==> config.mk <==
export PLATFORM = sky130hd
export DESIGN_NAME = bcd_serial_adder
export DESIGN_NICKNAME = d
export VERILOG_FILES = /design/src/rtl/bcd_pkg.sv /design/src/rtl/bcd_digit_add.sv /design/src/rtl/bcd_serial_adder.sv
export SDC_FILE = /design/constraint.sdc
export NUM_CORES = 1
export LEC_CHECK = 0
export ABC_AREA = 1
export CAP_MARGIN = 20
export CORE_MARGIN = 1.5
export CORE_UTILIZATION = 30
export CTS_CLUSTER_SIZE = 10
export DETAILED_ROUTE_END_ITERATION = 8
export DONT_BUFFER_PORTS = 1
export SYNTH_ARGS = -nofsm -noshare
export SYNTH_HDL_FRONTEND = slang
export SYNTH_SLANG_ARGS = --single-unit
==> constraint.sdc <==
create_clock -name Clk -period 3.2 [get_ports Clk]
set_clock_uncertainty 0.15 [all_clocks]
set_input_delay 0.64 -clock Clk [delete_from_list [all_inputs] [get_ports Clk]]
set_output_delay 0.64 -clock Clk [all_outputs]
set_load 0.005 [all_outputs]
==> src/rtl/bcd_pkg.sv <==
// Shared types and constants for the serial BCD adder.
// Holds the FSM state encoding, digit constants and the index-width helper.
package bcd_pkg;

    typedef enum logic [1:0] {
        IDLE = 2'd0,
        ADD  = 2'd1,
        DONE = 2'd2
    } state_t;

    localparam int         DIGIT_W  = 4;
    localparam logic [3:0] BCD_MAX  = 4'd9;
    localparam logic [3:0] BCD_CORR = 4'd6;

    // A single-digit adder still needs a 1-bit index register.
    function automatic int idx_width(input int n);
        return (n > 1) ? $clog2(n) : 1;
    endfunction

endpackage

==> src/rtl/bcd_digit_add.sv <==
// Combinational single-digit BCD adder with decimal correction.
// Zero latency; no flow control.
module bcd_digit_add
    import bcd_pkg::*;
(
    input  logic [3:0] a,
    input  logic [3:0] b,
    input  logic       cin,
    output logic [3:0] s,
    output logic       cout
);

    logic [4:0] w_raw;

    assign w_raw = {1'b0, a} + {1'b0, b} + {4'b0000, cin};

    // Out-of-range digits go through the same correction; wrap is intentional.
    always_comb begin
        s    = w_raw[3:0];
        cout = 1'b0;
        if (w_raw > {1'b0, BCD_MAX}) begin
            s    = w_raw[3:0] + BCD_CORR;
            cout = 1'b1;
        end
    end

endmodule

==> src/rtl/bcd_serial_adder.sv <==
// Digit-serial packed-BCD adder: one digit per clock, least significant first.
// Done pulses DIGITS+1 edges after an accepted Start; Start is ignored while Busy.
module bcd_serial_adder
    import bcd_pkg::*;
#(
    parameter int DIGITS = 4
) (
    input  logic                      Clk,
    input  logic                      Rst_n,
    input  logic                      Start,
    input  logic [DIGIT_W*DIGITS-1:0] A,
    input  logic [DIGIT_W*DIGITS-1:0] B,
    input  logic                      Cin,
    output logic                      Busy,
    output logic                      Done,
    output logic [DIGIT_W*DIGITS-1:0] Sum,
    output logic                      Carry,
    output logic                      Invalid
);

    localparam int W     = DIGIT_W * DIGITS;
    localparam int IDX_W = idx_width(DIGITS);
    localparam logic [IDX_W-1:0] LAST_IDX = IDX_W'(DIGITS - 1);

    state_t           r_state;
    logic [W-1:0]     r_a;
    logic [W-1:0]     r_b;
    logic [W-1:0]     r_sum;
    logic [IDX_W-1:0] r_idx;
    logic             r_c;
    logic             r_carry;
    logic             r_invalid;
    logic             r_done;

    logic [3:0]       w_a_dig;
    logic [3:0]       w_b_dig;
    logic [3:0]       w_s_dig;
    logic             w_cout;
    logic             w_invalid;

    // Select the operand digits addressed by the current index.
    always_comb begin
        w_a_dig = '0;
        w_b_dig = '0;
        for (int i = 0; i < DIGITS; i++) begin
            if (r_idx == IDX_W'(i)) begin
                w_a_dig = r_a[i*DIGIT_W +: DIGIT_W];
                w_b_dig = r_b[i*DIGIT_W +: DIGIT_W];
            end
        end
    end

    always_comb begin
        w_invalid = 1'b0;
        for (int i = 0; i < DIGITS; i++) begin
            if (A[i*DIGIT_W +: DIGIT_W] > BCD_MAX || B[i*DIGIT_W +: DIGIT_W] > BCD_MAX) begin
                w_invalid = 1'b1;
            end
        end
    end

    bcd_digit_add u_digit_add (
        .a    (w_a_dig),
        .b    (w_b_dig),
        .cin  (r_c),
        .s    (w_s_dig),
        .cout (w_cout)
    );

    always_ff @(posedge Clk) begin
        if (!Rst_n) begin
            r_state   <= IDLE;
            r_a       <= '0;
            r_b       <= '0;
            r_sum     <= '0;
            r_idx     <= '0;
            r_c       <= 1'b0;
            r_carry   <= 1'b0;
            r_invalid <= 1'b0;
            r_done    <= 1'b0;
        end else begin
            r_done <= 1'b0;
            case (r_state)
                IDLE: begin
                    if (Start) begin
                        r_a       <= A;
                        r_b       <= B;
                        r_c       <= Cin;
                        r_idx     <= '0;
                        r_sum     <= '0;
                        r_carry   <= 1'b0;
                        r_invalid <= w_invalid;
                        r_state   <= ADD;
                    end
                end
                ADD: begin
                    for (int i = 0; i < DIGITS; i++) begin
                        if (r_idx == IDX_W'(i)) begin
                            r_sum[i*DIGIT_W +: DIGIT_W] <= w_s_dig;
                        end
                    end
                    r_c <= w_cout;
                    if (r_idx == LAST_IDX) begin
                        r_carry <= w_cout;
                        r_done  <= 1'b1;
                        r_idx   <= '0;
                        r_state <= DONE;
                    end else begin
                        r_idx <= r_idx + 1'b1;
                    end
                end
                DONE: begin
                    r_state <= IDLE;
                end
                default: begin
                    r_state <= IDLE;
                end
            endcase
        end
    end

    assign Busy    = (r_state != IDLE);
    assign Done    = r_done;
    assign Sum     = r_sum;
    assign Carry   = r_carry;
    assign Invalid = r_invalid;

endmodule
==> flow_metrics.py <==
metrics = {
    "cells_and_area": {
        "drive_gt1_share_pct": 22.2,
        "diodes": 0,
        "multi_input_area_mm2": 0.00149,
        "fin_nets": 396,
        "fillers": 934,
        "regArea_mm2": 0.00113,
        "syn_to_final_growth_pct": 14.2,
        "finish.utilization_pct": 35.3,
    },
    "detailed_routing": {
        "wl_met2_um": 2990,
        "drcViolationCount": 0,
        "routed_wirelength_um": 6450,
        "drtPass1Iterations": 4,
        "viasPerCell": 4.91,
        "initialDrtViolationCount": 68,
        "ant_nets": 0,
        "dr_wl_met3_um": 290,
        "wl_met1_um": 3110,
        "wl_per_cell_um": 14.0,
        "top_layer_used": "met4",
        "vias": 2253,
    },
    "yosys": {
        "syn_inst": 345,
        "synthesis.area_mm2": 0.00268,
        "netlist-cell-type-count": 33,
        "ys_ff_latch": 56,
        "synth.top_cell.area_share_pct": 41.8,
        "syn_area_per_cell_um2": 7.76,
        "yosysWarningCount": 0,
        "yosysSeqAreaShare_pct": 41.8,
        "ys_top_cells_by_area": "dfxtp_1 (42%), nor2_1 (11%), o21ai_0 (10%)",
        "synth_area_leader_cell": "dfxtp_1",
        "synth_nets": 391,
    },
    "power": {
        "max-vdd-ir-drop_uv": 209,
        "powerDensity_mw_per_mm2": 570,
        "p_leak_nw": 1.23,
        "total_power_mw": 1.74,
    },
    "die": {
        "die_h_um": 97.5,
        "fp.dieW_um": 97.5,
        "start_util_pct": 30.9,
        "ioPinCount": 56,
        "die_area_mm2": 0.00951,
        "rows": 34,
        "core_area_mm2": 0.00868,
    },
    "timing": {
        "min_period_ns": 3.12,
        "setup_viol_count_final": 0,
        "slew_headroom_pct": 60.4,
        "tightest_slew_ns": 0.594,
        "fmax_mhz": 321,
        "holdWs_ns": 0.303,
        "rsz0062_at_grt": "yes",
        "hold_viol": 0,
        "tns_ns": 0,
        "post-route-period-util_pct": 97.4,
        "finalMaxSlewViolations": 0,
    },
    "clock_network": {
        "cts_tree": "built",
        "clkTransAtPathRegs_ns": 0.11,
        "cts_hold_buf": 0,
        "cts_made_buffers": 5,
        "clk_latency_ns": 0.31,
        "clockRootBuffer": "clkbuf_8",
        "cts_sinks": 56,
        "h-tree-depth": 2,
        "cts_buffer_depth": 2,
    },
    "setup_path": {
        "slowest_delay_ns": 0.59,
        "crit_buf_inv": 2,
        "path_class": "reg -> reg",
        "r2r-start": "r_idx[0]",
        "cp.arrival_ns": 3.22,
        "r2r_slack_ns": 0.08,
        "critical-path-top-delay-family": "adder cells",
        "critPathMaxFanout": 4,
        "worstSetupStartpointType": "flop",
        "endpoint_kind": "flop",
        "slowest_stage": "fa_2",
        "path_cells": "inv_4 -> ha_4 -> inv_4 -> nor2_4 -> a22oi_2 -> o21ai_1 -> o21ai_1 -> fa_2 -> fa_2 -> ha_4 -> nand2_2 -> a21boi_4 -> nand2_4 -> nand2_8 -> nand2_4 -> nand4_1 -> a21oi_1",
        "critPathLaunch": "r_idx[0]",
        "crit_required_ns": 3.30,
    },
    "place": {
        "port_buffers": 0,
        "dp_hpwl_um": 4740,
        "gp_congestion": 0.768,
    },
    "min_path": {
        "hold_path_class": "in -> reg",
        "holdCritStartpoint": "Rst_n",
    },
    "job": {
        "maxCapViolations": 0,
    },
    "run_status": {
        "status": "completed",
    },
    "grt": {
        "gr-total-overflow": 0,
        "antenna_found_initial": 0,
        "grt_max_degree": 44,
        "track_usage_pct": 13.5,
        "grt_pass1_wl_um": 10500,
        "first_global_vias": 2220,
    },
}
==> final cells by class <==
type	instances	area share, %
tap	108	4.42
clock buffer	6	2.70
sequential	56	36.8
clock inverter	2	0.572
timing repair buffer	14	3.56
inverter	26	3.35
multi-input combinational	247	48.6
==> per-stage QoR <==
stage,cell area (µm²),setup slack [ns],cells
after floorplan,2690,0.0175,345
after global placement,2830,0.0466,449
after detailed placement,2830,-0.0620,449
after CTS,3010,0.00620,459
after global routing,3060,-0.0617,459
final,3060,0.0846,459
==> flip-flops by register name (all words and copies together), names as in the netlist <==
signal and flops:
Done 1, r_state 2, Invalid 1, Carry 1, Sum 16, r_b 16
r_idx 2, r_c 1, r_a 16
==> final timing paths <==
| path | end | depth (start not counted) |
|---|---|---|
| worst max-delay path | Sum[1] | 17 |
| worst max register to register | Sum[1] | 17 |
| worst min-delay path | r_state[0] | 1 |
| worst min register to register | r_a[9] | 2 |
==> routing by layer <==
layer	vias to the layer above	track usage [%]
met3	6	3.09
met1	1045	17.3
met4	0	3.30
li1	1157	-
met2	45	22.9
met5	-	0
==> power breakdown <==
group / leakage [nW] / internal, mW / switching (mW)
sequential: 0.463 / 0.754 / 0.0373
combinational: 0.714 / 0.212 / 0.313
clock: 0.0522 / 0.182 / 0.245
total: 1.23 / 1.15 / 0.596
==> timing repair <==
item,CTS,global route
setup endpoints to repair,13,14
buffers inserted,2,1
gates resized for setup,18,16
endpoints found under the hold margin,0,0
pin swaps,9,16
==> cell families after synthesis <==
family / count (synthesis) / synth area share [%]
adder cells (fa/ha/maj): 10 / 5.23
AO/OA/AOI/OAI: 104 / 23.0
buffers and inverters: 42 / 6.45
AND/OR/NAND/NOR: 133 / 23.5
flip-flops: 56 / 41.8
==> cell usage in the layout (no fill, tap or decap), types with 2 or more instances in the layout <==
cell and count:
ha_2 2, nand2_1 28, nor2_1 74, o21a_1 2
nand2_4 6, a22oi_2 3, dfxtp_1 54, inv_1 14
a22oi_1 4, inv_4 2, clkbuf_8 6, nand4_1 7
buf_4 13, inv_6 2, nand3_2 3, o21ai_1 5
a21oi_2 6, o21ai_2 5, inv_2 9, ha_4 3
fa_2 2, ha_1 3, a21oi_1 21, nor2_4 2
nand3_1 5, o21ai_0 50, nand2_2 4, nand3_4 2
==> worst register-to-register path, cell delays in order, from the launching register on <==
cell and delay, ns:
dfxtp_4 0.38, inv_4 0.08, ha_4 0.13, inv_4 0.04
nor2_4 0.14, a22oi_2 0.06, o21ai_1 0.16, o21ai_1 0.11
fa_2 0.37, fa_2 0.59, ha_4 0.15, nand2_2 0.04
a21boi_4 0.14, nand2_4 0.11, nand2_8 0.08, nand2_4 0.09
nand4_1 0.10, a21oi_1 0.16
==> synth_stat cells (all sizes together) <==
library cell   n
a22oi          7
dfxtp         56
a221oi         1
a22o           1
a31oi          1
a21boi         1
a21oi         28
inv           25
fa             2
o21a           2
clkinv         1
nor2          77
nand4          7
ha             8
nand3         10
o211ai         1
clkbuf         6
o21ai         60
a31o           1
o21bai         1
nand2         39
buf           10
No activity file was read; power rests on OpenSTA's default activity.
